--- config.mk ---
export PLATFORM = sky130hd
export DESIGN_NAME = systolic_feeder_2x2_flat
export DESIGN_NICKNAME = d
export VERILOG_FILES = /design/src/rtl/systolic_feeder_2x2_if.sv /design/src/rtl/systolic_feeder_2x2.sv /design/src/flat_wrapper.sv
export SDC_FILE = /design/constraint.sdc
export NUM_CORES = 1
export LEC_CHECK = 0
export ABC_CLOCK_PERIOD_IN_PS = 9500
export CORE_UTILIZATION = 55
export CTS_BUF_LIST = sky130_fd_sc_hd__clkbuf_8
export DETAILED_ROUTE_END_ITERATION = 8
export PLACE_DENSITY = 0.91
export SLEW_MARGIN = 20
export SYNTH_ARGS = -nofsm -noshare
export SYNTH_HDL_FRONTEND = slang
export SYNTH_SLANG_ARGS = --single-unit
--- constraint.sdc ---
create_clock -name clk -period 9.5 [get_ports clk]
set_input_delay 1.425 -clock clk [delete_from_list [all_inputs] [get_ports clk]]
set_output_delay 1.425 -clock clk [all_outputs]
set_load 0.01 [all_outputs]
--- src/rtl/systolic_feeder_2x2_if.sv ---
// ---------------------------------------------------------------------------
// systolic_feeder_2x2_if
// Bundles the upstream matrix-pair handshake and the skewed array-side
// lanes of the 2x2 systolic feeder.
//   s_valid / s_ready        : upstream valid/ready handshake
//   s_a00..s_a11             : A (data) matrix elements offered upstream
//   s_b00..s_b11             : B (weight) matrix elements offered upstream
//   in_valid                 : array data lanes carry live A operands
//   a00..a11 / b00..b11      : skewed operand lanes toward the array
//   busy                     : feeder holds or is still replaying a set
// Modports:
//   slave  : the feeder itself
//   master : the upstream source and array-side observer
// ---------------------------------------------------------------------------
interface systolic_feeder_2x2_if #(
    parameter int DATA_WIDTH = 4
);
    logic                  s_valid;
    logic                  s_ready;
    logic [DATA_WIDTH-1:0] s_a00;
    logic [DATA_WIDTH-1:0] s_a01;
    logic [DATA_WIDTH-1:0] s_a10;
    logic [DATA_WIDTH-1:0] s_a11;
    logic [DATA_WIDTH-1:0] s_b00;
    logic [DATA_WIDTH-1:0] s_b01;
    logic [DATA_WIDTH-1:0] s_b10;
    logic [DATA_WIDTH-1:0] s_b11;

    logic                  in_valid;
    logic [DATA_WIDTH-1:0] a00;
    logic [DATA_WIDTH-1:0] a01;
    logic [DATA_WIDTH-1:0] a10;
    logic [DATA_WIDTH-1:0] a11;
    logic [DATA_WIDTH-1:0] b00;
    logic [DATA_WIDTH-1:0] b01;
    logic [DATA_WIDTH-1:0] b10;
    logic [DATA_WIDTH-1:0] b11;
    logic                  busy;

    modport slave (
        input  s_valid, s_a00, s_a01, s_a10, s_a11,
               s_b00, s_b01, s_b10, s_b11,
        output s_ready, in_valid, a00, a01, a10, a11,
               b00, b01, b10, b11, busy
    );

    modport master (
        output s_valid, s_a00, s_a01, s_a10, s_a11,
               s_b00, s_b01, s_b10, s_b11,
        input  s_ready, in_valid, a00, a01, a10, a11,
               b00, b01, b10, b11, busy
    );
endinterface

--- src/rtl/systolic_feeder_2x2.sv ---
// ---------------------------------------------------------------------------
// systolic_feeder_2x2
// Upstream operand scheduler for a 2x2 weight-stationary systolic array.
// Whole A/B matrix pairs are accepted over valid/ready, buffered in a small
// FIFO, and replayed onto the array lanes in diagonal-skewed order:
//   k=0: b01   k=1: b00,b10   k=2: b11,a00   k=3: a01,a10   k=4: a11
// where k is the cycle count after the pop edge. A pop is followed by one
// forced gap cycle, so consecutive sets overlap at one set per 2 cycles.
// Ports:
//   clk  : single clock, rising edge
//   rst  : synchronous reset, active-high
//   bus  : systolic_feeder_2x2_if.slave (handshake, operand lanes, busy)
// All bus outputs are registered.
// ---------------------------------------------------------------------------
module systolic_feeder_2x2 #(
    parameter int DATA_WIDTH = 4,
    parameter int FIFO_DEPTH = 2
) (
    input  logic                 clk,
    input  logic                 rst,
    systolic_feeder_2x2_if.slave bus
);

    localparam int PTR_W  = (FIFO_DEPTH > 1) ? $clog2(FIFO_DEPTH) : 1;
    localparam int CNT_W  = PTR_W + 1;
    // Replay stages held after the pop edge (k=1..4 sources); k=0 comes
    // straight from the FIFO head.
    localparam int PIPE_N = 4;

    localparam logic [CNT_W-1:0] CNT_ZERO = CNT_W'(32'd0);
    localparam logic [CNT_W-1:0] CNT_ONE  = CNT_W'(32'd1);
    localparam logic [CNT_W-1:0] CNT_FULL = CNT_W'(FIFO_DEPTH);
    localparam logic [PTR_W-1:0] PTR_ZERO = PTR_W'(32'd0);
    localparam logic [PTR_W-1:0] PTR_ONE  = PTR_W'(32'd1);

    typedef struct packed {
        logic [DATA_WIDTH-1:0] a00;
        logic [DATA_WIDTH-1:0] a01;
        logic [DATA_WIDTH-1:0] a10;
        logic [DATA_WIDTH-1:0] a11;
        logic [DATA_WIDTH-1:0] b00;
        logic [DATA_WIDTH-1:0] b01;
        logic [DATA_WIDTH-1:0] b10;
        logic [DATA_WIDTH-1:0] b11;
    } set_t;

    typedef enum logic [1:0] {
        ST_IDLE  = 2'd0,
        ST_GAP   = 2'd1,
        ST_DRAIN = 2'd2
    } state_e;

    // FIFO storage and bookkeeping
    set_t             mem_q [FIFO_DEPTH];
    logic [PTR_W-1:0] wr_ptr_q, wr_ptr_d;
    logic [PTR_W-1:0] rd_ptr_q, rd_ptr_d;
    logic [CNT_W-1:0] count_q,  count_d;

    // Replay pipeline: index i holds the set that is at k=i+1 next cycle
    set_t              stg_q   [PIPE_N];
    set_t              stg_d   [PIPE_N];
    logic [PIPE_N-1:0] stg_v_q, stg_v_d;

    // FSM
    state_e state_q, state_d;

    // Registered outputs
    set_t out_q,      out_d;
    logic in_valid_q, in_valid_d;
    logic busy_q,     busy_d;
    logic s_ready_q,  s_ready_d;

    // Handshake helpers
    logic push_s;
    logic pop_s;
    set_t in_set_s;
    set_t head_s;

    // Gather the offered upstream pair and the current FIFO head
    always_comb begin
        in_set_s.a00 = bus.s_a00;
        in_set_s.a01 = bus.s_a01;
        in_set_s.a10 = bus.s_a10;
        in_set_s.a11 = bus.s_a11;
        in_set_s.b00 = bus.s_b00;
        in_set_s.b01 = bus.s_b01;
        in_set_s.b10 = bus.s_b10;
        in_set_s.b11 = bus.s_b11;
        head_s       = mem_q[rd_ptr_q];
    end

    // Push uses the registered ready so an entry written this edge is only
    // visible to the pop logic from the next edge on (no bypass).
    always_comb begin
        push_s = bus.s_valid && s_ready_q;
        pop_s  = (count_q != CNT_ZERO) && (state_q != ST_GAP);
    end

    // FIFO pointer and occupancy next-state
    always_comb begin
        wr_ptr_d = push_s ? (wr_ptr_q + PTR_ONE) : wr_ptr_q;
        rd_ptr_d = pop_s  ? (rd_ptr_q + PTR_ONE) : rd_ptr_q;
        case ({push_s, pop_s})
            2'b10:   count_d = count_q + CNT_ONE;
            2'b01:   count_d = count_q - CNT_ONE;
            default: count_d = count_q;
        endcase
    end

    // FIFO storage and pointer registers
    always_ff @(posedge clk) begin
        if (rst) begin
            for (int i = 0; i < FIFO_DEPTH; i++) begin
                mem_q[i] <= '0;
            end
            wr_ptr_q <= PTR_ZERO;
            rd_ptr_q <= PTR_ZERO;
            count_q  <= CNT_ZERO;
        end else begin
            if (push_s) begin
                mem_q[wr_ptr_q] <= in_set_s;
            end
            wr_ptr_q <= wr_ptr_d;
            rd_ptr_q <= rd_ptr_d;
            count_q  <= count_d;
        end
    end

    // Replay pipeline next-state: the popped set enters index 0, the rest shift
    always_comb begin
        stg_v_d  = {stg_v_q[PIPE_N-2:0], pop_s};
        stg_d[0] = pop_s ? head_s : '0;
        for (int i = 1; i < PIPE_N; i++) begin
            stg_d[i] = stg_q[i-1];
        end
    end

    // Replay pipeline registers
    always_ff @(posedge clk) begin
        if (rst) begin
            stg_v_q <= {PIPE_N{1'b0}};
            for (int i = 0; i < PIPE_N; i++) begin
                stg_q[i] <= '0;
            end
        end else begin
            stg_v_q <= stg_v_d;
            for (int i = 0; i < PIPE_N; i++) begin
                stg_q[i] <= stg_d[i];
            end
        end
    end

    // FSM next-state. DRAIN retires only once every replay stage is empty,
    // so busy stays high through the k=4 cycle of the last set.
    always_comb begin
        state_d = state_q;
        case (state_q)
            ST_IDLE: begin
                state_d = pop_s ? ST_GAP : ST_IDLE;
            end
            ST_GAP: begin
                state_d = ST_DRAIN;
            end
            ST_DRAIN: begin
                if (pop_s) begin
                    state_d = ST_GAP;
                end else if ((stg_v_q == {PIPE_N{1'b0}}) && (count_q == CNT_ZERO)) begin
                    state_d = ST_IDLE;
                end else begin
                    state_d = ST_DRAIN;
                end
            end
            default: begin
                state_d = ST_IDLE;
            end
        endcase
    end

    // FSM state register
    always_ff @(posedge clk) begin
        if (rst) begin
            state_q <= ST_IDLE;
        end else begin
            state_q <= state_d;
        end
    end

    // Lane muxes: each lane is owned by exactly one replay stage, so a plain
    // select-or-zero per lane is enough; 2-cycle spacing keeps owners apart.
    always_comb begin
        out_d     = '0;
        out_d.b01 = pop_s      ? head_s.b01   : {DATA_WIDTH{1'b0}};
        out_d.b00 = stg_v_q[0] ? stg_q[0].b00 : {DATA_WIDTH{1'b0}};
        out_d.b10 = stg_v_q[0] ? stg_q[0].b10 : {DATA_WIDTH{1'b0}};
        out_d.b11 = stg_v_q[1] ? stg_q[1].b11 : {DATA_WIDTH{1'b0}};
        out_d.a00 = stg_v_q[1] ? stg_q[1].a00 : {DATA_WIDTH{1'b0}};
        out_d.a01 = stg_v_q[2] ? stg_q[2].a01 : {DATA_WIDTH{1'b0}};
        out_d.a10 = stg_v_q[2] ? stg_q[2].a10 : {DATA_WIDTH{1'b0}};
        out_d.a11 = stg_v_q[3] ? stg_q[3].a11 : {DATA_WIDTH{1'b0}};
        // A operands are live at k=2..4
        in_valid_d = stg_v_q[1] | stg_v_q[2] | stg_v_q[3];
        busy_d     = (state_d != ST_IDLE) || (count_d != CNT_ZERO);
        s_ready_d  = (count_d != CNT_FULL);
    end

    // Output registers
    always_ff @(posedge clk) begin
        if (rst) begin
            out_q      <= '0;
            in_valid_q <= 1'b0;
            busy_q     <= 1'b0;
            s_ready_q  <= 1'b1;
        end else begin
            out_q      <= out_d;
            in_valid_q <= in_valid_d;
            busy_q     <= busy_d;
            s_ready_q  <= s_ready_d;
        end
    end

    assign bus.s_ready  = s_ready_q;
    assign bus.in_valid = in_valid_q;
    assign bus.busy     = busy_q;
    assign bus.a00      = out_q.a00;
    assign bus.a01      = out_q.a01;
    assign bus.a10      = out_q.a10;
    assign bus.a11      = out_q.a11;
    assign bus.b00      = out_q.b00;
    assign bus.b01      = out_q.b01;
    assign bus.b10      = out_q.b10;
    assign bus.b11      = out_q.b11;

endmodule

--- src/flat_wrapper.sv ---
// flat-port wrapper written by rule: the top's interface ports become plain ports
module systolic_feeder_2x2_flat 
#(
    parameter int DATA_WIDTH = 4,
    parameter int FIFO_DEPTH = 2
)
  (clk, rst, bus_s_valid, bus_s_a00, bus_s_a01, bus_s_a10, bus_s_a11, bus_s_b00, bus_s_b01, bus_s_b10, bus_s_b11, bus_s_ready, bus_in_valid, bus_a00, bus_a01, bus_a10, bus_a11, bus_b00, bus_b01, bus_b10, bus_b11, bus_busy);
  systolic_feeder_2x2_if #(.DATA_WIDTH(DATA_WIDTH)) bus_i ();
  input  logic clk;
  input  logic rst;
  input wire logic [$bits(bus_i.s_valid)-1:0] bus_s_valid;
  input wire logic [$bits(bus_i.s_a00)-1:0] bus_s_a00;
  input wire logic [$bits(bus_i.s_a01)-1:0] bus_s_a01;
  input wire logic [$bits(bus_i.s_a10)-1:0] bus_s_a10;
  input wire logic [$bits(bus_i.s_a11)-1:0] bus_s_a11;
  input wire logic [$bits(bus_i.s_b00)-1:0] bus_s_b00;
  input wire logic [$bits(bus_i.s_b01)-1:0] bus_s_b01;
  input wire logic [$bits(bus_i.s_b10)-1:0] bus_s_b10;
  input wire logic [$bits(bus_i.s_b11)-1:0] bus_s_b11;
  output wire logic [$bits(bus_i.s_ready)-1:0] bus_s_ready;
  output wire logic [$bits(bus_i.in_valid)-1:0] bus_in_valid;
  output wire logic [$bits(bus_i.a00)-1:0] bus_a00;
  output wire logic [$bits(bus_i.a01)-1:0] bus_a01;
  output wire logic [$bits(bus_i.a10)-1:0] bus_a10;
  output wire logic [$bits(bus_i.a11)-1:0] bus_a11;
  output wire logic [$bits(bus_i.b00)-1:0] bus_b00;
  output wire logic [$bits(bus_i.b01)-1:0] bus_b01;
  output wire logic [$bits(bus_i.b10)-1:0] bus_b10;
  output wire logic [$bits(bus_i.b11)-1:0] bus_b11;
  output wire logic [$bits(bus_i.busy)-1:0] bus_busy;
  assign bus_i.s_valid = bus_s_valid;
  assign bus_i.s_a00 = bus_s_a00;
  assign bus_i.s_a01 = bus_s_a01;
  assign bus_i.s_a10 = bus_s_a10;
  assign bus_i.s_a11 = bus_s_a11;
  assign bus_i.s_b00 = bus_s_b00;
  assign bus_i.s_b01 = bus_s_b01;
  assign bus_i.s_b10 = bus_s_b10;
  assign bus_i.s_b11 = bus_s_b11;
  assign bus_s_ready = bus_i.s_ready;
  assign bus_in_valid = bus_i.in_valid;
  assign bus_a00 = bus_i.a00;
  assign bus_a01 = bus_i.a01;
  assign bus_a10 = bus_i.a10;
  assign bus_a11 = bus_i.a11;
  assign bus_b00 = bus_i.b00;
  assign bus_b01 = bus_i.b01;
  assign bus_b10 = bus_i.b10;
  assign bus_b11 = bus_i.b11;
  assign bus_busy = bus_i.busy;
  systolic_feeder_2x2 #(.DATA_WIDTH(DATA_WIDTH), .FIFO_DEPTH(FIFO_DEPTH)) u_core (.clk(clk), .rst(rst), .bus(bus_i));
endmodule
# Yosys cells after proc, flatten, opt, wreduce, memory -nomap -nowiden
# Memories as Yosys holds them, arrays and structs flattened. A register that Yosys moved wholly into a read port is not among the register bits.
# Index checks and enable logic that the tools add are counted.
[totals] ff_bits=41 latch_bits=0 mem_bits_rw=192 mem_bits_ro=0 input_bits=35 out_inout_bits=35 word_cells=75 memories=2
[classes] addsub=4 mul=0 n_div=0 n_lt_le_gt_ge=0 eq_ne=6 n_shift=0 muxes=21 bitwise_logic=11 reduce_logical=16
[mem_list] memory="u_core.stg_q" depth=4 word_bits=32 rd=4 rd_ports_with_merged_regs=1 wr=4 line="systolic_feeder_2x2.sv:60" rtl="set_t stg_q [PIPE_N];"
[mem_list] memory="u_core.mem_q" depth=2 word_bits=32 rd=1 rd_ports_with_merged_regs=1 wr=2 line="systolic_feeder_2x2.sv:54" rtl="set_t mem_q [FIFO_DEPTH];"
[ops] cell="2-to-1 mux 32 bit" n=6
[ops] cell="OR reduction 32 bit" n=1
[ops] cell="2-to-1 mux 1 bit" n=11
[ops] cell="OR reduction 2 bit" n=5
[ops] cell="bitwise OR 1 bit" n=6
[ops] cell="one-hot mux 2 bit (3 select lines)" n=1
[ops] cell="nonzero test 2 bit" n=3
[ops] cell="NOT 1 bit" n=5
[ops] cell="equality test 2 x 1 -> 1 bit, second input constant" n=2
[ops] cell="equality test 2 bit, second input constant" n=2
[ops] cell="zero test 2 bit" n=2
[ops] cell="zero test 4 bit" n=1
[ops] cell="2-to-1 mux 2 bit" n=2
[ops] cell="one-hot mux 2 bit (2 select lines)" n=1
[ops] cell="logical AND 1 bit" n=3
[ops] cell="adder 1 bit, second input constant" n=2
[ops] cell="adder 2 x 1 -> 2 bit, second input constant" n=1
[ops] cell="inequality test 2 x 1 -> 1 bit, second input constant" n=1
[ops] cell="inequality test 2 bit, second input constant" n=1
[ops] cell="subtractor 2 x 1 -> 2 bit, second input constant" n=1
[ops] cell="logical OR 1 bit" n=1

# Longest topological paths before layout
# Gate-level depths: netlist of run 1.
[depth] ltp_word=7 depth_mapped=6 mapped_depth_nobuf=3

# Worst setup path after synthesis of run 1
# No wires, ideal clock.
[synth_timing] path_type="input-to-reg" start="input port bus_s_valid" end="memory u_core.mem_q[0][0] (netlist bit) (enable)" setup_time_ns=0.466 arrival_ns=3.824 t_required_ns=9.034 setup_slack_ns=5.211 stages=2 n_path_buf=0 path_cell_list="nand2_1 o21ai_0"
[synth_rtl] element="from (decl)" line="flat_wrapper.sv:11" rtl="input wire logic [$bits(bus_i.s_valid)-1:0] bus_s_valid;"
[synth_rtl] element="to (decl)" line="systolic_feeder_2x2.sv:54"

==> reports/qor.txt, run 1 <==
TIMING
--------------------------------------------------------------------------------------
Final hold slack ........................................................     0.429 ns
Max Clock Freq ..........................................................    0.262 GHz
Summed negative setup slack over all endpoints ..........................         0 ns
Final Hold Violating Endpoints ..........................................            0
Setup repair after global routing missed its margin .....................        false
Worst rel slew slack ....................................................        0.296
Worst Clk Skew ..........................................................    0.0105 ns
Finish-stage setup viols ................................................            0
Final clock period utilization by the worst path ........................        0.402
Worst slew pin tran .....................................................      1.06 ns
Pins over their slew limit ..............................................            0
Minimum period implied by the final worst setup slack ...................      3.82 ns

PLACEMENT
--------------------------------------------------------------------------------------
Number of cells after detailed placement ................................          618
Hpwl dp .................................................................      5570 um
DP Area .................................................................    6600 um^2
Quantity of I/O buffers inserted on ports ...............................           69
GPL Wtd Cong ............................................................        0.685

CRITICAL PATH
--------------------------------------------------------------------------------------
Number of cells on the critical path ....................................            4
Worst setup startpoint ..................................................  bus_s_valid
Worst reg2reg path startpoint ........................................... u_core.bus.s_ready
RR Endpoint ............................................................. u_core.mem_q[1][12]
Delay of the slowest cell on the worst path .............................      0.85 ns
CP Capture Type .........................................................         flop
Data required time of the worst path ....................................      9.58 ns
Data arrival time of the worst path .....................................      3.90 ns
Worst reg2reg path depth ................................................            3
Critical Path End ....................................................... u_core.mem_q[1][12]
Family with the most delay on the worst path ............................ simple AND/OR/NAND/NOR gates
Worst path buffer plus inverter count ...................................            1
Largest fanout of any net on the critical path ..........................           33
Cells along the critical path ........................................... clkdlybuf4s50_1, and2_1, and3_1, or2_2
Setup crit start kind ...................................................   input port
Slack of the worst reg-to-reg path ......................................      6.79 ns
Library cell contributing the largest single delay on the critical path . sky130_fd_sc_hd__and3_1
Worst Path Class, Setup ................................................. input port to flop

POWER
--------------------------------------------------------------------------------------
Logic pwr share .........................................................        0.054
Clock power share .......................................................        0.371
Power per cell area .....................................................  202 nW/um^2
Switching power .........................................................     0.317 mW
Design internal power ...................................................      1.10 mW
Worst VDD drop ..........................................................    0.0977 mV
Net switching fraction of the power .....................................        0.223
Lkg Pwr .................................................................      2.64 nW
Relative contribution of sequential cells to total power ................        0.575

FINAL LAYOUT
--------------------------------------------------------------------------------------
Post-route cell area ....................................................    7050 um^2
Signed area change from the synthesized netlist to the final layout .....        19.6%
Antenna fix cells .......................................................            0
Count of filler cells inserted in the layout ............................          731
Most common cell after layout, fill and taps aside ...................... sky130_fd_sc_hd__dfxtp_1
Nets ....................................................................          537
Commonest cells after routing, fill and taps aside ...................... sky130_fd_sc_hd__dfxtp_1, sky130_fd_sc_hd__and2_1, sky130_fd_sc_hd__clkdlybuf4s50_1
Share of layout cells above drive strength 1 ............................       0.0973
Layout Cells excl Fill ..................................................          650

YOSYS
--------------------------------------------------------------------------------------
Synthesized netlist cell count ..........................................          440
Total standard cell area after synthesis ................................    5890 um^2
Post-Synthesis Mean Instance Area .......................................    13.4 um^2
Number of distinct standard cells referenced by the synthesized netlist .           30
Number of synthesized register bits .....................................          174
Synth Warn # ............................................................            0
Async S/R FF share, synth ...............................................            0
Total nets after synthesis ..............................................          475
Portion of the post-synthesis area used by sequential elements ..........        0.700
Post-synth EDFFs ........................................................           64
Predominant post-synthesis flop cell .................................... sky130_fd_sc_hd__dfxtp_1

CLOCK NETWORK
--------------------------------------------------------------------------------------
H-tree lvl count ........................................................            4
Clock transition at the registers of the reported paths .................      0.08 ns
Clock buffers created by TritonCTS ......................................           17
Clock latency of the later-clocked register in the worst-skew pair ......      0.45 ns
Clock Root Buffer ....................................................... sky130_fd_sc_hd__clkbuf_8
Post-CTS Hold Fix Bufs ..................................................            0
Number of setup buffers added after CTS .................................            0
Clk sink count ..........................................................          174
Total of cells resized after clock tree synthesis .......................            0
CTS Buffer Depth ........................................................            2
CTS tree ................................................................          yes

DRT
--------------------------------------------------------------------------------------
Vias per cell ...........................................................         4.85
Routed WL per cell ......................................................      14.3 um
Routed Wire Length ......................................................      9310 um
ANT nets after route ....................................................            0
Vias after detailed routing .............................................        3,155
Pre-antenna DRT Iters ...................................................            4
Residual DRC ............................................................            0
First-iteration detailed-routing DRC count ..............................          129

FLOORPLAN
--------------------------------------------------------------------------------------
Top Ports ...............................................................           70
Placeable core area .....................................................  10,400 um^2
Effective utilization at floorplan ......................................        0.568
DIE AREA ................................................................  11,100 um^2
Floorplan die height ....................................................       106 um
Die extent in x .........................................................       106 um
Placement row count .....................................................           37

HOLD PATH
--------------------------------------------------------------------------------------
Worst min path class .................................................... flop to flop
Hold Crit Depth .........................................................            1

GLOBAL ROUTING
--------------------------------------------------------------------------------------
Wire length of the first global-routing pass ............................    15,300 um
Number of antenna violations at the first check in global routing .......            0
Sum of overflow across all layers after global routing ..................            0
Overall global routing resource usage ...................................        0.183
Vias in the first global route ..........................................        3,283
Largest net degree at the start of global routing .......................           54

STATUS
--------------------------------------------------------------------------------------
Run status .............................................................. complete, no violations

JOB
--------------------------------------------------------------------------------------
Number of maximum-capacitance constraint violations .....................            0

-- state kept, by name, summed over array words and instances (netlist names), named ones only --
name,count
u_core.rd_ptr_q,1
u_core.mem_q,64
u_core.bus.a01,4
u_core.bus.in_valid,1
u_core.bus.a10,4
u_core.bus.b11,4
u_core.bus.a11,4
u_core.bus.b00,4
u_core.state_q,2
u_core.wr_ptr_q,1
u_core.bus.b10,4
u_core.count_q,2
u_core.bus.b01,3
u_core.bus.s_ready,1
u_core.bus.busy,1
u_core.stg_v_q,4
u_core.stg_q,65
u_core.bus.a00,4
-- cell usage after synthesis (4+ instances only) --
master                     number  area share
sky130_fd_sc_hd__buf_6          4      0.0076
sky130_fd_sc_hd__nor2_1        25       0.016
sky130_fd_sc_hd__nor2_4        10       0.019
sky130_fd_sc_hd__edfxtp_1      64        0.33
sky130_fd_sc_hd__nand2_1        5      0.0032
sky130_fd_sc_hd__clkbuf_1      15      0.0096
sky130_fd_sc_hd__inv_1          4      0.0025
sky130_fd_sc_hd__and2_1        93       0.099
sky130_fd_sc_hd__buf_2          4      0.0034
sky130_fd_sc_hd__dfxtp_1      110        0.37
sky130_fd_sc_hd__buf_4          4      0.0051
sky130_fd_sc_hd__nor2b_1       41       0.044
sky130_fd_sc_hd__mux2i_1       35       0.059
-- layout make-up --
cell class,instances,area [um^2],share of cell area
flip-flops and latches,174,4130,0.585
multi-input cells,234,1600,0.227
repair buffers,71,721,0.102
clock buffers,17,234,0.0332
clock inverters,14,183,0.0259
well taps,136,170,0.0241
inverters,4,15.0,0.00213
-- worst register-to-register path: stages (launching register included) --
cell,delay [ns]
sky130_fd_sc_hd__dfxtp_1,0.37
sky130_fd_sc_hd__and2_1,0.29
sky130_fd_sc_hd__and3_1,0.85
sky130_fd_sc_hd__or2_2,0.81
-- routing by layer --
| layer | vias up | wire, um | track usage |
|---|---|---|---|
| met2 | 88 | 4750 | 0.313 |
| li1 | 1562 | - | - |
| met4 | 0 | 168 | 0.0972 |
| met1 | 1490 | 3950 | 0.207 |
| met3 | 15 | 437 | 0.0544 |
| met5 | - | 0 | 0 |
-- stage by stage --
stage	worst slack, ns	total power, mW	utilization
3_3_place_gp	5.35	0.903	0.637
6_report	5.68	1.42	0.680
4_1_cts	5.72	1.43	0.677
3_5_place_dp	5.23	0.908	0.637
5_1_grt	5.51	1.47	0.680
2_1_floorplan	5.21	0.879	-
-- logic make-up after synthesis --
| logic type | count (synthesis) | synth area share |
|---|---|---|
| xor gates and xnor gates | 2 | 0.00297 |
| DFF | 174 | 0.700 |
| AOI/OAI and AO/OA | 10 | 0.0108 |
| buffers and inverters | 32 | 0.0316 |
| muxes | 35 | 0.0594 |
| and+or+nand+nor | 187 | 0.195 |
-- worst min-delay path by stage --
stage,endpoint,slack [ns],from
global placement,u_core.bus.a10[1],0.41,u_core.stg_q[2][21]
finish,u_core.bus.a00[2],0.43,u_core.stg_q[1][30]
detailed placement,u_core.bus.a01[0],0.41,u_core.stg_q[2][24]
floorplan,u_core.bus.a00[0],0.41,u_core.stg_q[1][28]
CTS,u_core.bus.a00[2],0.43,u_core.stg_q[1][30]
global route,u_core.bus.a01[1],0.44,u_core.stg_q[2][25]
-- power groups by stage --
stage / Combinational, mW / Sequential [mW] / Clock (mW)
2_1_floorplan: 0.0526 / 0.826 / 0
5_1_grt: 0.0829 / 0.821 / 0.568
6_report: 0.0763 / 0.817 / 0.528
3_5_place_dp: 0.0739 / 0.834 / 0
3_3_place_gp: 0.0706 / 0.832 / 0
4_1_cts: 0.0748 / 0.818 / 0.537
(Power assumes the default switching activity.)
==> inputs of run 2 (changes only) <==
- ABC_CLOCK_PERIOD_IN_PS: 9500 -> 3100
- CORE_UTILIZATION: 55 -> 52
- PLACE_DENSITY: 0.91 -> 0.9
- clock period: 9.5 -> 3.1 ns (I/O delays scaled with it)
==> run 2 against run 1 <==
Effect of this change:
- core utilization fell by 3.7 points
- sequential cell count unchanged
- via count unchanged
- clock power grew to 2.9 times the previous value
- largest cell class unchanged
- highest routed layer unchanged
==> reports/qor.txt, run 2 (synthesis results as in run 1) <==
CRITICAL PATH
----------------------------------------------------------------------------------
Data required time of the worst path ................................      3.16 ns
Data arrival time of the worst path .................................      2.13 ns
Slack of the worst reg-to-reg path ..................................      1.20 ns
Setup crit start kind ...............................................   input port
Largest fanout of any net on the critical path ......................           32
Worst Path Class, Setup ............................................. input port to flop
Worst reg2reg path startpoint ....................................... u_core.bus.s_ready
RR Endpoint ......................................................... u_core.mem_q[1][20]
Worst reg2reg path depth ............................................            3
CP Capture Type .....................................................         flop

HOLD PATH
----------------------------------------------------------------------------------
Worst min path class ................................................ input port to flop
Hold Crit Depth .....................................................            2
Hold_sp .............................................................          rst
Worst hold endpoint ................................................. u_core.bus.in_valid

FINAL LAYOUT
----------------------------------------------------------------------------------
Most common cell after layout, fill and taps aside .................. sky130_fd_sc_hd__dfxtp_1
Register with the most flip-flops ................................... u_core.stg_q
Signed area change from the synthesized netlist to the final layout .        19.3%
Multi-input logic area ..............................................    1600 um^2
Share of layout cells above drive strength 1 ........................        0.102
Nets ................................................................          540
Number of flip-flops in the largest register ........................           65
Final core area utilization .........................................        0.643
Area of all sequential standard cells ...............................    4130 um^2
Antenna fix cells ...................................................            0
Commonest cells after routing, fill and taps aside .................. sky130_fd_sc_hd__dfxtp_1, sky130_fd_sc_hd__and2_1, sky130_fd_sc_hd__clkdlybuf4s50_1
Count of filler cells inserted in the layout ........................          808
Leading registers by flop count ..................................... u_core.stg_q (65), u_core.mem_q (64)

TIMING
----------------------------------------------------------------------------------
Minimum period implied by the final worst setup slack ...............      2.06 ns
Setup repair after global routing missed its margin .................        false
Max Clock Freq ......................................................    0.485 GHz
Final clock period utilization by the worst path ....................        0.666
Finish-stage setup viols ............................................            0
Final Hold Violating Endpoints ......................................            0
Pins over their slew limit ..........................................            0
Worst slew pin tran .................................................      1.03 ns
Summed negative setup slack over all endpoints ......................         0 ns
Worst Clk Skew ......................................................    0.0124 ns
Worst rel slew slack ................................................        0.315

FLOORPLAN
----------------------------------------------------------------------------------
Floorplan die height ................................................       108 um
Top Ports ...........................................................           70
Placement row count .................................................           38
Placeable core area .................................................  10,900 um^2
Die extent in x .....................................................       108 um
DIE AREA ............................................................  11,800 um^2
Effective utilization at floorplan ..................................        0.539

POWER
----------------------------------------------------------------------------------
Clock power share ...................................................        0.358
Power per cell area .................................................  605 nW/um^2
Relative contribution of sequential cells to total power ............        0.588
Switching power .....................................................     0.959 mW
Worst VDD drop ......................................................     0.368 mV
Logic pwr share .....................................................        0.054
Design internal power ...............................................      3.30 mW
Lkg Pwr .............................................................      2.62 nW
Net switching fraction of the power .................................        0.225

GLOBAL ROUTING
----------------------------------------------------------------------------------
Largest net degree at the start of global routing ...................           34
Number of antenna violations at the first check in global routing ...            0
Overall global routing resource usage ...............................        0.175
Wire length of the first global-routing pass ........................    15,300 um
Sum of overflow across all layers after global routing ..............            0
Vias in the first global route ......................................        3,223

STATUS
----------------------------------------------------------------------------------
Run status .......................................................... complete, no violations

JOB
----------------------------------------------------------------------------------
Number of maximum-capacitance constraint violations .................            0

CLOCK NETWORK
----------------------------------------------------------------------------------
Post-CTS Hold Fix Bufs ..............................................            0
Clock latency of the later-clocked register in the worst-skew pair ..      0.44 ns
Clock buffers created by TritonCTS ..................................           17
Total of cells resized after clock tree synthesis ...................            0
H-tree lvl count ....................................................            4
Number of setup buffers added after CTS .............................            0
Clock Root Buffer ................................................... sky130_fd_sc_hd__clkbuf_8
Clk sink count ......................................................          174
Clock transition at the registers of the reported paths .............      0.09 ns
CTS Buffer Depth ....................................................            2
CTS tree ............................................................          yes

PLACEMENT
----------------------------------------------------------------------------------
GPL Wtd Cong ........................................................        0.770
Quantity of I/O buffers inserted on ports ...........................           69
Hpwl dp .............................................................      5730 um

DRT
----------------------------------------------------------------------------------
Routed WL per cell ..................................................      14.3 um
First-iteration detailed-routing DRC count ..........................          128
Residual DRC ........................................................            0
Routed Wire Length ..................................................      9390 um
Vias after detailed routing .........................................        3,155
Pre-antenna DRT Iters ...............................................            5
Vias per cell .......................................................         4.79
ANT nets after route ................................................            0

-- run 2: cell count changes in the layout (fill, tap and decap cells not counted), sizes merged --
cell      delta
clkinv       -2
clkinvlp     +4
bufinv       -1
buf          +3
-- run 2: cell type report --
type | instances | share of cell area
Tap cell | 140 | 0.0249
Multi-Input combinational cell | 234 | 0.228
Clock inverter | 15 | 0.0228
Sequential cell | 174 | 0.587
Inverter | 4 | 0.00213
Clock buffer | 17 | 0.0333
Timing Repair Buffer | 74 | 0.103
-- run 2: power by group through the flow --
stage	registers [mW]	clock network, mW	logic, mW
floorplan	2.53	0	0.161
global placement	2.55	0	0.219
detailed placement	2.56	0	0.230
CTS	2.50	1.55	0.233
global route	2.51	1.66	0.252
finish	2.50	1.52	0.230
-- run 2: worst max path at each step --
stage	cells after the start	to	from	slack, ns
6_report	4	u_core.mem_q[1][20]	bus_s_valid	1.04
2_1_floorplan	2	u_core.mem_q[0][0]	bus_s_valid	0.64
3_3_place_gp	4	u_core.mem_q[1][6]	bus_s_valid	0.70
4_1_cts	4	u_core.mem_q[1][16]	bus_s_valid	1.06
3_5_place_dp	4	u_core.mem_q[1][6]	bus_s_valid	0.60
5_1_grt	4	u_core.mem_q[1][20]	bus_s_valid	0.97
-- run 2: critical path, cell delays in order --
cell                              delay [ns]
sky130_fd_sc_hd__clkdlybuf4s50_1        0.50
sky130_fd_sc_hd__and2_1                 0.28
sky130_fd_sc_hd__and3_1                 0.21
sky130_fd_sc_hd__or2_2                  0.66
-- run 2: through the flow --
| step | hold WS (ns) | instance area, um^2 | total power, mW | cells | setup slack [ns] |
|---|---|---|---|---|---|
| floorplan | 0.406 | 5890 | 2.69 | 440 | 0.636 |
| global placement | 0.410 | 6640 | 2.77 | 626 | 0.701 |
| detailed placement | 0.411 | 6640 | 2.79 | 626 | 0.604 |
| CTS | 0.377 | 7030 | 4.29 | 658 | 1.06 |
| global route | 0.390 | 7030 | 4.42 | 658 | 0.965 |
| finish | 0.394 | 7030 | 4.26 | 658 | 1.04 |
-- run 2: per-layer routing --
layer  part of all wire  routed length (um)  track usage
met1               0.41                3860        0.204
met2               0.53                4970        0.305
met3              0.051                 479       0.0549
met4             0.0085                  80       0.0541
met5                  0                   0            0
==> inputs of run 3 (changes only) <==
- ABC_CLOCK_PERIOD_IN_PS: 3100 -> 2100
- CORE_UTILIZATION: 52 -> 55
- PLACE_DENSITY: 0.9 -> 0.91
- clock period: 3.1 -> 2.1 ns (I/O delays scaled with it)
==> run 3 against run 2 <==
Effect of this change:
- wire length grew 3.3%
- clock power rose by 57%
- clock skew up 0.0022 ns
- die area is 5.4% lower
- sequential share of layout area shrank 0.82 points
- critical path depth fell by 3
- sequential power up 47%
- non-clock buffer count is 6 higher
- cell count up 0.30%
==> reports/qor.txt, run 3 (synthesis results as in run 1) <==
STATUS
--------------------------------------------------------------------------------------
Run status .............................................................. complete, no violations

FINAL LAYOUT
--------------------------------------------------------------------------------------
Area of all sequential standard cells ...................................    4130 um^2
Share of layout cells above drive strength 1 ............................        0.113
Most common cell after layout, fill and taps aside ...................... sky130_fd_sc_hd__dfxtp_1
Signed area change from the synthesized netlist to the final layout .....        21.0%
Count of filler cells inserted in the layout ............................          700
Leading registers by flop count ......................................... u_core.stg_q (65), u_core.mem_q (64)
Commonest cells after routing, fill and taps aside ...................... sky130_fd_sc_hd__dfxtp_1, sky130_fd_sc_hd__and2_1, sky130_fd_sc_hd__clkdlybuf4s50_1
Nets ....................................................................          546
Final core area utilization .............................................        0.688
Register with the most flip-flops ....................................... u_core.stg_q
Number of flip-flops in the largest register ............................           65
Antenna fix cells .......................................................            0
Multi-input logic area ..................................................    1600 um^2

GLOBAL ROUTING
--------------------------------------------------------------------------------------
Overall global routing resource usage ...................................        0.192
Wire length of the first global-routing pass ............................    16,100 um
Vias in the first global route ..........................................        3,371
Number of antenna violations at the first check in global routing .......            0
Largest net degree at the start of global routing .......................           33
Sum of overflow across all layers after global routing ..................            0

POWER
--------------------------------------------------------------------------------------
Lkg Pwr .................................................................      2.69 nW
Worst VDD drop ..........................................................     0.743 mV
Power per cell area .....................................................  904 nW/um^2
Overall power ...........................................................      6.45 mW

CLOCK NETWORK
--------------------------------------------------------------------------------------
CTS Buffer Depth ........................................................            2
Clock latency of the later-clocked register in the worst-skew pair ......      0.44 ns
H-tree lvl count ........................................................            4
Clock transition at the registers of the reported paths .................      0.09 ns
Clock Root Buffer ....................................................... sky130_fd_sc_hd__clkbuf_8
CTS tree ................................................................          yes
Number of setup buffers added after CTS .................................            0
Total of cells resized after clock tree synthesis .......................            0
Clk sink count ..........................................................          174
Clock buffers created by TritonCTS ......................................           17
Post-CTS Hold Fix Bufs ..................................................            0

TIMING
--------------------------------------------------------------------------------------
Final hold slack ........................................................     0.329 ns
Final Hold Violating Endpoints ..........................................            0
Pins over their slew limit ..............................................            0
Minimum period implied by the final worst setup slack ...................      1.73 ns
Final clock period utilization by the worst path ........................        0.825
Worst rel slew slack ....................................................        0.615
Setup repair after global routing missed its margin .....................        false
Finish-stage setup viols ................................................            0
Worst slew pin tran .....................................................     0.577 ns
Max Clock Freq ..........................................................    0.577 GHz
Final WS setup ..........................................................     0.367 ns
Worst Clk Skew ..........................................................    0.0146 ns
Summed negative setup slack over all endpoints ..........................         0 ns

CRITICAL PATH
--------------------------------------------------------------------------------------
RR Endpoint ............................................................. u_core.bus.b01[0]
Data arrival time of the worst path .....................................      1.42 ns
Worst reg2reg path startpoint ........................................... u_core.count_q[1]
Setup crit start kind ...................................................         flop
Data required time of the worst path ....................................      1.78 ns
Delay of the slowest cell on the worst path .............................      0.56 ns
Library cell contributing the largest single delay on the critical path . sky130_fd_sc_hd__clkdlybuf4s50_1
CP Capture Type ......................................................... primary output
Largest fanout of any net on the critical path ..........................            4
Worst Path Class, Setup ................................................. flop to primary output
Slack of the worst reg-to-reg path ......................................      0.42 ns
Worst reg2reg path depth ................................................            4
Worst path buffer plus inverter count ...................................            1
Cells along the critical path ........................................... clkdlybuf4s50_1
Family with the most delay on the worst path ............................ buffers and inverters

PLACEMENT
--------------------------------------------------------------------------------------
Quantity of I/O buffers inserted on ports ...............................           69
Setup slack after placement .............................................     0.165 ns
Hpwl dp .................................................................      6200 um
GPL Wtd Cong ............................................................        0.705

FLOORPLAN
--------------------------------------------------------------------------------------
Top Ports ...............................................................           70
DIE AREA ................................................................  11,100 um^2
Placeable core area .....................................................  10,400 um^2
Placement row count .....................................................           37
Floorplan die height ....................................................       106 um
Effective utilization at floorplan ......................................        0.568
Die extent in x .........................................................       106 um

HOLD PATH
--------------------------------------------------------------------------------------
Hold Crit Depth .........................................................            4
Hold_sp .................................................................          rst
Worst min path class .................................................... input port to flop
Worst hold endpoint ..................................................... u_core.count_q[0]

DRT
--------------------------------------------------------------------------------------
Pre-antenna DRT Iters ...................................................            4
First-iteration detailed-routing DRC count ..............................          142
Routed Wire Length ......................................................      9700 um
Routed length on met2 ...................................................      5060 um
Metal3 WL ...............................................................       501 um
ANT nets after route ....................................................            0
Residual DRC ............................................................            0
Routed WL per cell ......................................................      14.7 um
Vias per cell ...........................................................         4.93
Vias after detailed routing .............................................        3,251
Top layer reached by signal wires .......................................         met4
Met1 Wirelength .........................................................      3980 um

JOB
--------------------------------------------------------------------------------------
Number of maximum-capacitance constraint violations .....................            0

run 3: cell count changes in the layout (fill, tap and decap cells not counted), sizes merged:
cell / change
bufinv: +1
clkinv: +2
buf: +6
inv: +1
clkinvlp: -4
run 3: cell type report:
type | count | share of cell area
sequential | 174 | 0.578
inverter | 4 | 0.00210
timing repair buffer | 80 | 0.113
clock buffer | 17 | 0.0328
multi-input combinational | 234 | 0.224
clock inverter | 15 | 0.0256
tap | 136 | 0.0239
run 3: how the worst max path moves through the flow:
stage	depth (start not counted)	end	startpoint
global placement	5	u_core.mem_q[1][6]	bus_s_valid
global route	1	bus_s_ready	u_core.bus.s_ready
CTS	1	bus_s_ready	u_core.bus.s_ready
detailed placement	5	u_core.mem_q[1][8]	bus_s_valid
finish	1	bus_s_ready	u_core.bus.s_ready
floorplan	2	u_core.mem_q[0][0]	u_core.bus.s_ready
run 3: stage by stage:
stage	cell area, um^2	std cells
global route	7130	660
detailed placement	6720	628
CTS	7130	660
global placement	6720	628
finish	7130	660
floorplan	5900	440
run 3: power by group:
part / internal [mW] / leakage (nW) / switching (mW)
sequential: 3.63 / 1.57 / 0.0554
clock: 1.20 / 0.217 / 1.20
combinational: 0.181 / 0.907 / 0.191
total: 5.01 / 2.69 / 1.44
run 3: per-layer routing:
metal  global-route usage  vias to the layer above
li1                     -                     1584
met1                0.226                     1557
met2                0.331                       94
met3               0.0588                       16
met4               0.0744                        0
met5                    0                        -
